[src/rtl/mc_ctrl_pkg.sv]
// Shared types and encodings for the multicycle ARM control unit.
// MC_CTRL_LONGMUL_EN adds the MULWBHI state used by UMULL/SMULL writeback.
package mc_ctrl_pkg;

  typedef enum logic [3:0] {
    FETCH, DECODE, MEMADR, MEMRD, MEMWB, MEMWR, EXECR, EXECI,
    ALUWB, BRANCH, MULWAIT, MULWBLO
`ifdef MC_CTRL_LONGMUL_EN
    , MULWBHI
`endif
  } state_t;

  localparam logic [2:0] ALU_ADD   = 3'b000;
  localparam logic [2:0] ALU_SUB   = 3'b001;
  localparam logic [2:0] ALU_AND   = 3'b010;
  localparam logic [2:0] ALU_ORR   = 3'b011;
  localparam logic [2:0] ALU_EOR   = 3'b100;
  localparam logic [2:0] ALU_MUL   = 3'b101;
  localparam logic [2:0] ALU_UMULL = 3'b110;
  localparam logic [2:0] ALU_SMULL = 3'b111;

  localparam logic [1:0] OP_DP  = 2'b00;
  localparam logic [1:0] OP_MEM = 2'b01;
  localparam logic [1:0] OP_BR  = 2'b10;

  localparam logic [3:0] MOP_MUL = 4'b1001;

  // Encoding test only; callers decide whether long multiplies are enabled.
  function automatic logic isLongMulEnc(input logic [5:0] funct);
    return (funct[4:1] == 4'b0100) || (funct[4:1] == 4'b0110);
  endfunction

endpackage

[src/rtl/mc_control_unit_if.sv]
// Instruction-field inputs and control outputs between IR/datapath and the control unit.
interface mc_control_unit_if #(parameter int ALUCTL_W = 3);

  logic [1:0]          Op;
  logic [5:0]          Funct;
  logic [3:0]          Mop;
  logic [3:0]          Rd;
  logic [1:0]          FlagW;
  logic                PCS, NextPC, RegW, MemW, IRWrite, AdrSrc;
  logic [1:0]          ResultSrc, ALUSrcA, ALUSrcB, ImmSrc, RegSrc;
  logic [ALUCTL_W-1:0] ALUControl;
  logic                MulStart, WrHi, Busy;

  modport master (
    output Op, Funct, Mop, Rd,
    input  FlagW, PCS, NextPC, RegW, MemW, IRWrite, AdrSrc,
    input  ResultSrc, ALUSrcA, ALUSrcB, ImmSrc, RegSrc,
    input  ALUControl, MulStart, WrHi, Busy
  );

  modport slave (
    input  Op, Funct, Mop, Rd,
    output FlagW, PCS, NextPC, RegW, MemW, IRWrite, AdrSrc,
    output ResultSrc, ALUSrcA, ALUSrcB, ImmSrc, RegSrc,
    output ALUControl, MulStart, WrHi, Busy
  );

endinterface

[src/rtl/mc_control_unit_alu_decoder.sv]
// Combinational ALUControl/FlagW decode for data-processing and multiply instructions.
// Long-multiply encodings only decode when MC_CTRL_LONGMUL_EN is defined.
module mc_alu_decoder
  import mc_ctrl_pkg::*;
#(
  parameter int ALUCTL_W = 3
) (
  input  logic                aluOp,
  input  logic                flagEn,
  input  logic [3:0]          Mop,
  input  logic [5:0]          Funct,
  output logic [ALUCTL_W-1:0] ALUControl,
  output logic [1:0]          FlagW
);

  logic [2:0] ctl;
  logic       isMul;

  assign isMul = (Mop == MOP_MUL) && !Funct[5];

  // A multiply only updates flags in the cycle its product is final.
  always_comb begin
    ctl   = ALU_ADD;
    FlagW = 2'b00;
    if (aluOp) begin
      if (isMul) begin
        ctl = ALU_MUL;
`ifdef MC_CTRL_LONGMUL_EN
        if (isLongMulEnc(Funct))
          ctl = Funct[2] ? ALU_SMULL : ALU_UMULL;
`endif
        FlagW = {Funct[0] & flagEn, 1'b0};
      end else begin
        case (Funct[4:1])
          4'b0100: ctl = ALU_ADD;
          4'b0010: ctl = ALU_SUB;
          4'b0000: ctl = ALU_AND;
          4'b1100: ctl = ALU_ORR;
          4'b0001: ctl = ALU_EOR;
          default: ctl = ALU_ADD;
        endcase
        FlagW = {Funct[0], Funct[0] & ((ctl == ALU_ADD) || (ctl == ALU_SUB))};
      end
    end
  end

  assign ALUControl = ALUCTL_W'(ctl);

endmodule

[src/rtl/mc_control_unit.sv]
// Multicycle ARM control unit: main FSM, timed multiply wait, PC and instruction decode.
// MC_CTRL_LONGMUL_EN enables UMULL/SMULL with a second (RdHi) writeback cycle.
module mc_control_unit
  import mc_ctrl_pkg::*;
#(
  parameter int ALUCTL_W = 3,
  parameter int MUL_LAT  = 4
) (
  input logic               clk,
  input logic               reset,
  mc_control_unit_if.slave  bus
);

  state_t     state, nextState;
  logic [3:0] cnt;
  logic       isMul, mulLast;
  logic       irWrite, nextPc, regW, memW, adrSrc, aluOp, branch;
  logic       mulStart, wrHi, busy, mulState;
  logic [1:0] resultSrc, aluSrcA, aluSrcB;

  assign isMul   = (bus.Op == OP_DP) && (bus.Mop == MOP_MUL) && !bus.Funct[5];
  assign mulLast = (cnt == 4'(MUL_LAT - 1));

  always_ff @(posedge clk or posedge reset) begin
    if (reset) state <= FETCH;
    else       state <= nextState;
  end

  // Counts MULWAIT cycles so the wait lasts exactly MUL_LAT cycles.
  always_ff @(posedge clk or posedge reset) begin
    if (reset)                                             cnt <= 4'd0;
    else if ((state == DECODE) && (nextState == MULWAIT))  cnt <= 4'd0;
    else if (state == MULWAIT)                             cnt <= cnt + 4'd1;
  end

  always_comb begin
    nextState = state;
    irWrite   = 1'b0;
    nextPc    = 1'b0;
    regW      = 1'b0;
    memW      = 1'b0;
    adrSrc    = 1'b0;
    aluOp     = 1'b0;
    branch    = 1'b0;
    mulStart  = 1'b0;
    wrHi      = 1'b0;
    busy      = 1'b0;
    mulState  = 1'b0;
    resultSrc = 2'b00;
    aluSrcA   = 2'b00;
    aluSrcB   = 2'b00;
    case (state)
      FETCH: begin
        irWrite = 1'b1; nextPc = 1'b1;
        aluSrcA = 2'b01; aluSrcB = 2'b10; resultSrc = 2'b10;
        nextState = DECODE;
      end
      DECODE: begin
        aluSrcA = 2'b01; aluSrcB = 2'b10; resultSrc = 2'b10;
        case (bus.Op)
          OP_MEM: nextState = MEMADR;
          OP_BR:  nextState = BRANCH;
          OP_DP: begin
            if (isMul) begin
              nextState = MULWAIT;
              mulStart  = 1'b1;
            end else if (bus.Funct[5]) nextState = EXECI;
            else                       nextState = EXECR;
          end
          default: nextState = FETCH;
        endcase
      end
      MEMADR: begin
        aluSrcB   = 2'b01;
        nextState = bus.Funct[0] ? MEMRD : MEMWR;
      end
      MEMRD:  begin adrSrc = 1'b1; nextState = MEMWB; end
      MEMWB:  begin resultSrc = 2'b01; regW = 1'b1; nextState = FETCH; end
      MEMWR:  begin adrSrc = 1'b1; memW = 1'b1; nextState = FETCH; end
      EXECR:  begin aluOp = 1'b1; nextState = ALUWB; end
      EXECI:  begin aluSrcB = 2'b01; aluOp = 1'b1; nextState = ALUWB; end
      ALUWB:  begin regW = 1'b1; nextState = FETCH; end
      BRANCH: begin
        aluSrcA = 2'b10; aluSrcB = 2'b01; resultSrc = 2'b10; branch = 1'b1;
        nextState = FETCH;
      end
      MULWAIT: begin
        aluOp = 1'b1; busy = 1'b1; mulState = 1'b1;
        if (mulLast) nextState = MULWBLO;
      end
      MULWBLO: begin
        regW = 1'b1; mulState = 1'b1;
        nextState = FETCH;
`ifdef MC_CTRL_LONGMUL_EN
        if (isLongMulEnc(bus.Funct)) nextState = MULWBHI;
`endif
      end
`ifdef MC_CTRL_LONGMUL_EN
      MULWBHI: begin
        regW = 1'b1; wrHi = 1'b1; mulState = 1'b1;
        nextState = FETCH;
      end
`endif
      default: nextState = FETCH;
    endcase
  end

  mc_alu_decoder #(.ALUCTL_W(ALUCTL_W)) aluDec (
    .aluOp      (aluOp),
    .flagEn     (mulLast),
    .Mop        (bus.Mop),
    .Funct      (bus.Funct),
    .ALUControl (bus.ALUControl),
    .FlagW      (bus.FlagW)
  );

  // The high half of a long multiply never targets the PC.
  assign bus.PCS       = branch | (regW & (bus.Rd == 4'hF) & !wrHi);
  assign bus.NextPC    = nextPc;
  assign bus.RegW      = regW;
  assign bus.MemW      = memW;
  assign bus.IRWrite   = irWrite;
  assign bus.AdrSrc    = adrSrc;
  assign bus.ResultSrc = resultSrc;
  assign bus.ALUSrcA   = aluSrcA;
  assign bus.ALUSrcB   = aluSrcB;
  assign bus.ImmSrc    = bus.Op;
  assign bus.RegSrc    = mulState ? 2'b00 : {bus.Op == OP_MEM, bus.Op == OP_BR};
  assign bus.MulStart  = mulStart;
  assign bus.WrHi      = wrHi;
  assign bus.Busy      = busy;

endmodule
[src/flat_wrapper.sv]
// flat-port wrapper written by rule: the top's interface ports become plain ports
module mc_control_unit_flat import mc_ctrl_pkg::*;
#(
  parameter int ALUCTL_W = 3,
  parameter int MUL_LAT  = 4
)
  (clk, reset, bus_Op, bus_Funct, bus_Mop, bus_Rd, bus_FlagW, bus_PCS, bus_NextPC, bus_RegW, bus_MemW, bus_IRWrite, bus_AdrSrc, bus_ResultSrc, bus_ALUSrcA, bus_ALUSrcB, bus_ImmSrc, bus_RegSrc, bus_ALUControl, bus_MulStart, bus_WrHi, bus_Busy);
  mc_control_unit_if #(.ALUCTL_W(ALUCTL_W)) bus_i ();
  input logic clk;
  input logic reset;
  input wire logic [$bits(bus_i.Op)-1:0] bus_Op;
  input wire logic [$bits(bus_i.Funct)-1:0] bus_Funct;
  input wire logic [$bits(bus_i.Mop)-1:0] bus_Mop;
  input wire logic [$bits(bus_i.Rd)-1:0] bus_Rd;
  output wire logic [$bits(bus_i.FlagW)-1:0] bus_FlagW;
  output wire logic [$bits(bus_i.PCS)-1:0] bus_PCS;
  output wire logic [$bits(bus_i.NextPC)-1:0] bus_NextPC;
  output wire logic [$bits(bus_i.RegW)-1:0] bus_RegW;
  output wire logic [$bits(bus_i.MemW)-1:0] bus_MemW;
  output wire logic [$bits(bus_i.IRWrite)-1:0] bus_IRWrite;
  output wire logic [$bits(bus_i.AdrSrc)-1:0] bus_AdrSrc;
  output wire logic [$bits(bus_i.ResultSrc)-1:0] bus_ResultSrc;
  output wire logic [$bits(bus_i.ALUSrcA)-1:0] bus_ALUSrcA;
  output wire logic [$bits(bus_i.ALUSrcB)-1:0] bus_ALUSrcB;
  output wire logic [$bits(bus_i.ImmSrc)-1:0] bus_ImmSrc;
  output wire logic [$bits(bus_i.RegSrc)-1:0] bus_RegSrc;
  output wire logic [$bits(bus_i.ALUControl)-1:0] bus_ALUControl;
  output wire logic [$bits(bus_i.MulStart)-1:0] bus_MulStart;
  output wire logic [$bits(bus_i.WrHi)-1:0] bus_WrHi;
  output wire logic [$bits(bus_i.Busy)-1:0] bus_Busy;
  assign bus_i.Op = bus_Op;
  assign bus_i.Funct = bus_Funct;
  assign bus_i.Mop = bus_Mop;
  assign bus_i.Rd = bus_Rd;
  assign bus_FlagW = bus_i.FlagW;
  assign bus_PCS = bus_i.PCS;
  assign bus_NextPC = bus_i.NextPC;
  assign bus_RegW = bus_i.RegW;
  assign bus_MemW = bus_i.MemW;
  assign bus_IRWrite = bus_i.IRWrite;
  assign bus_AdrSrc = bus_i.AdrSrc;
  assign bus_ResultSrc = bus_i.ResultSrc;
  assign bus_ALUSrcA = bus_i.ALUSrcA;
  assign bus_ALUSrcB = bus_i.ALUSrcB;
  assign bus_ImmSrc = bus_i.ImmSrc;
  assign bus_RegSrc = bus_i.RegSrc;
  assign bus_ALUControl = bus_i.ALUControl;
  assign bus_MulStart = bus_i.MulStart;
  assign bus_WrHi = bus_i.WrHi;
  assign bus_Busy = bus_i.Busy;
  mc_control_unit #(.ALUCTL_W(ALUCTL_W), .MUL_LAT(MUL_LAT)) u_core (.clk(clk), .reset(reset), .bus(bus_i));
endmodule
[config.mk]
export PLATFORM = sky130hd
export DESIGN_NAME = mc_control_unit_flat
export DESIGN_NICKNAME = d
export VERILOG_FILES = /design/src/rtl/mc_ctrl_pkg.sv /design/src/rtl/mc_control_unit_if.sv /design/src/rtl/mc_control_unit_alu_decoder.sv /design/src/rtl/mc_control_unit.sv /design/src/flat_wrapper.sv
export SDC_FILE = /design/constraint.sdc
export NUM_CORES = 1
export LEC_CHECK = 0
export CELL_PAD_IN_SITES_DETAIL_PLACEMENT = 1
export CELL_PAD_IN_SITES_GLOBAL_PLACEMENT = 1
export CORE_MARGIN = 2
export CORE_UTILIZATION = 27
export DETAILED_ROUTE_END_ITERATION = 10
export PLACE_DENSITY = 0.78
export SYNTH_ARGS = -nofsm -noshare
export SYNTH_HDL_FRONTEND = slang
export SYNTH_SLANG_ARGS = --single-unit
[constraint.sdc]
create_clock -name clk -period 1.47 [get_ports clk]
set_clock_uncertainty 0.05 [all_clocks]
set_input_delay 0.147 -clock clk [delete_from_list [all_inputs] [get_ports clk]]
set_output_delay 0.147 -clock clk [all_outputs]
set_load 0.02 [all_outputs]
# == Word-level counts from Yosys, hierarchy flattened ==
# Cells that the tools add are included.
# op_classes
reduce_logical,19
bitwise_logic,4
div,0
magnitude_cmp,0
eq_ne,21
shifts,0
mul,0
add_sub_neg,1
muxes,30
# ops
cell,n
$eq A4 B4 Y1 const B,8
$pmux W4 S6,1
$eq A4 B2 Y1 const B,4
$eq A4 B3 Y1 const B,4
$mux W4,4
$mux W3,5
$mux W1,12
$pmux W2 S2,3
$pmux W3 S4,1
$pmux W4 S3,1
$reduce_or A3 Y1,4
$eq A4 B1 Y1 const B,2
$logic_not A4 Y1,2
$reduce_or A2 Y1,4
$mux W2,3
$add A4 B1 Y4 const B,1
$logic_and A1 B1 Y1,4
$and A1 B1 Y1,3
$eq A3 B1 Y1 const B,1
$logic_not A3 Y1,1
$eq A2 B1 Y1 const B,1
$eq A2 B2 Y1 const B,1
$logic_not A2 Y1,1
$reduce_bool A2 Y1,1
other kinds (3),3
# word_totals
rom_bits,0
output_inout_bits,24
n_memories,0
word_cells,77
input_bits,18
register_bits,8
mem_bits_rw,0
latchBits,0

# == Logic depth before layout (Yosys ltp) ==
# logic_depth
word_depth,9
depth_mapped,5

# == Modules after synthesis ==
# From an unflattened synthesis, not the netlist that was laid out.
# hier_totals
cells_unflattened,99
hier_area_um2,828.3
# by_module_without_submodules
module,area_each_um2,seq_area_each_um2,cells_each,n_inst
mc_control_unit,708.2,200.2,81,1
mc_alu_decoder,120.1,0.0,18,1

# == Least setup slack after synthesis ==
# No wires, ideal clock.
# synth_path
kind,reg-to-output
startpoint,register u_core.state[3]
endpoint,output bus_PCS
required_time_ps,1273
arrival_ps,1790
path_stages_with_launch,5
slack_ps,-517
cell_sequence,dfrtp_1 -> buf_2 -> nor4b_2 -> a31oi_1 -> o21ai_0
# synth_via
elab_chain_len,5
word_cells_on_any_way,9
cone_classes,eq/ne: 4; mux: 2; bitwise: 2; reduce/logical: 1
# synth_lines
element,line_no,text
start: declaration,mc_control_unit.sv:14,"state_t state, nextState;"
start signal: assignment,mc_control_unit.sv:26,else state <= nextState;
$eq A4 B4 Y1 / $eq A4 B3 Y1 (equally long branches),mc_control_unit.sv:52,case (state)
$reduce_or A3 Y1 (no line),-,
$mux W1,mc_control_unit.sv:52,
$and A1 B1 Y1,mc_control_unit.sv:118,assign bus.PCS = branch | (regW & (bus.Rd == 4'hF) & !wrHi);
$or A1 B1 Y1 *,mc_control_unit.sv:118,
end: declaration,flat_wrapper.sv:16,output wire logic [$bits(bus_i.PCS)-1:0] bus_PCS;
# Mark *: on every way between the ends. The rest lies on a longest branch, timed or not.

# == Worst setup path after layout ==
# layout_path
startpoint,register u_core.state[1]
endpoint,output bus_PCS
# The elaborated chain is that of the path after synthesis.

==> out/qor.yml <==
outcome:
  status: "complete, but fails checks"
  violations: "design-rule violations, negative setup slack"
timing:
  fmax_mhz: 539
  finalCritPeriodShare_pct: 126
  period_needed_ns: 1.85
  rsz0062_at_grt: "yes"
  setup-violations-final: 26
  hold_viol_final: 0
  hold_slack_ns: 0.107
  slew_violations: 0
  finalSetupTns_ns: -5.54
  final.setup.worst_slack_ns: -0.384
place:
  gp_congestion: 0.823
  dpl-instance-area_um2: 1510
  dpl.hpwl_mm: 2.56
  portBuffers: 40
floorplan:
  rows: 19
  pin_count: 42
  die-area_um2: 3480
  core_area_um2: 2810
  die_w_um: 59.0
  start_util_pct: 29.1
  die_y_um: 59.0
final_layout:
  multi_input_area_um2: 728
  area_delta_synth_final_pct: 121
  ff_latch_area_um2: 205
  antenna_cells: 0
  fillers: 308
  fin_area_um2: 1810
  drive_gt1_share_pct: 64.8
  layout.nets: 200
worst_setup_path:
  arrival_ns: 1.66
  cp_slowest_cell: "dfrtp_2"
  worstPathRequired_ns: 1.27
  cp_top_family: "buffers and inverters"
  reg2reg_slack_ns: -0.11
  path_common_cell: "buf_6"
  critPathMaxStageDelay_ns: 0.44
  r2r_end: "u_core.cnt[2]"
  r2r_start: "u_core.state[2]"
  criticalPathCategory: "reg2out"
  path_cells: "buf_6 > nor4b_4 > buf_4 > a31oi_4 > o21ai_2 > buf_6"
  worstSetupEndpointType: "primary output"
  reg2regPathDepth: 5
  cp_max_fo: 4
  critPathLaunchType: "flop"
  cp_num_buf_inv: 3
synthesis:
  synth_edf_count: 0
  synth_area_leaders: "dfrtp_1, a2111oi_2, buf_4"
  synth_compound_area_share_pct: 19.8
  synth_fp_nets: 115
  yosys.area_share.adder_pct: 1.53
  yosysSeqAreaShare_pct: 24.5
  syn_avg_cell_area_um2: 8.50
  ys_seq_elements: 8
  async_flop_share_pct: 100
  synth_top_family_by_area: "simple AND/OR/NAND/NOR gates"
  synth.area.mux_share_pct: 1.38
  ys.flop_type: "dfrtp_1"
  yosysTopAreaCell: "dfrtp_1"
  yosys.area_share.simple_pct: 39.3
  yosys_warnings: 0
  yosysTopAreaCellShare_pct: 24.5
  synth_cell_types: 45
  synth-xor-area-share_pct: 2.15
  synth_area_um2: 816
  syn_inst: 96
drt:
  dr.pass1.iters: 7
  drt_iter0_drc: 39
  via_count: 1100
  wire_per_inst_um: 19.5
  vias_per_cell: 5.24
  antenna_left: 0
  drc: 3
  wl_mm: 4.10
clock_tree:
  cts_root_buffer: "clkbuf_4"
  cts_max_level: 1
  cts_tree: "done"
  clk-insertion-delay-late_ns: 0.26
  ctsHoldBuffers: 0
  clockBufferDepth: 2
  cts_buffers: 3
  cts.clk_slew.worst_paths_ns: 0.05
  clock_sinks: 8
pwr:
  p_leak_nw: 0.780
  powerDensity_nw_per_um2: 1680
  ir_worst_vdd_v: 0.00130
grt:
  grt_overflow: 0
  grt_pass1_wl_mm: 5.91
  grt_pass1_vias: 1157
  grtUsageTotal_pct: 23.1
  antenna_found_initial: 0
  grt_max_degree: 9
worst_hold_path:
  timing.hold.worst.class: "in2async"
job:
  maxCapViolations: 0
==> Yosys cell counts (2+ instances only) <==
cell / n
nor3_1: 2
nand2b_1: 4
inv_1: 7
or3_1: 4
o21ai_0: 5
a2111oi_2: 2
buf_2: 2
nand3b_1: 2
dfrtp_1: 8
nor2_1: 7
nand2_1: 5
nor3b_1: 4
buf_6: 2
buf_4: 4
o31ai_1: 2
a21oi_1: 5
or2_2: 2
xnor2_1: 2
==> area by class of cell <==
class | instances | area share (%)
Sequential cell | 8 | 11.4
Inverter | 7 | 1.46
Multi-Input combinational cell | 73 | 40.3
Tap cell | 31 | 2.15
Timing Repair Buffer | 88 | 43.5
Clock buffer | 3 | 1.25
==> worst max path at each step <==
stage | slack (ns) | depth (start not counted) | startpoint | to
3_3_place_gp | -0.75 | 5 | bus_Funct[4] | bus_ALUControl[2]
3_5_place_dp | -0.79 | 5 | bus_Funct[4] | bus_ALUControl[2]
4_1_cts | -0.32 | 4 | u_core.state[0] | bus_ALUControl[1]
6_report | -0.38 | 6 | u_core.state[1] | bus_PCS
5_1_grt | -0.46 | 6 | u_core.state[0] | bus_PCS
2_1_floorplan | -0.13 | 3 | u_core.state[3] | bus_NextPC
==> kinds of logic (layout without fill, tap and decap cells) <==
kind of cell	count (synthesis)	in the layout
xor+xnor	2	2
compound gates	23	23
flops	8	8
fa+ha+maj	1	1
other cells	1	1
simple gates	45	45
buf+inv	15	98
mux	1	1
==> cell usage in the layout (no fill, tap or decap), drive strengths merged, types with 3 or more instances in the layout <==
cell type	instances
or3	4
clkbuf	3
dfrtp	8
dlygate4sd2	4
a21oi	6
buf	69
nand2	5
inv	7
clkdlybuf4s50	15
nor3b	4
nand2b	4
nor2	7
or3b	3
o21ai	6
==> worst register-to-register path: cells and delay by family (launching register included) <==
family / cells / cell delay [ns]
and+or+nand+nor: 2 / 0.60
AOI/OAI and AO/OA: 1 / 0.16
DFF: 1 / 0.44
buffers and inverters: 2 / 0.26
==> state kept, by name, indices dropped and copies added, names as in the netlist <==
signal        count
u_core.cnt        4
u_core.state      4
==> routing by layer <==
layer	up-vias	GRT usage [%]	wire, um
li1	511	-	-
met1	543	27.5	1530
met2	34	41.7	2240
met3	12	3.52	177
met4	0	8.12	150
met5	-	0	0
==> report_power, final <==
part / switching (mW) / total (mW) / internal, mW
Clock: 0.0796 / 0.173 / 0.0938
Sequential: 0.114 / 0.438 / 0.324
Combinational: 1.16 / 2.43 / 1.27
==> stage by stage <==
step | utilization (%) | instances | worst slack (ns) | power (mW)
floorplan | - | 96 | -0.132 | 1.34
global placement | 53.9 | 192 | -0.751 | 2.08
global route | 64.4 | 210 | -0.459 | 3.20
CTS | 60.5 | 202 | -0.323 | 2.76
finish | 64.4 | 210 | -0.384 | 3.04
detailed placement | 53.9 | 192 | -0.788 | 2.17
==> what timing repair did <==
item,CTS,global route
pin swaps,8,7
gates resized for setup,153,14
endpoints found under the setup margin,30,28
buffers inserted,8,9
(Power assumes the default switching activity.)
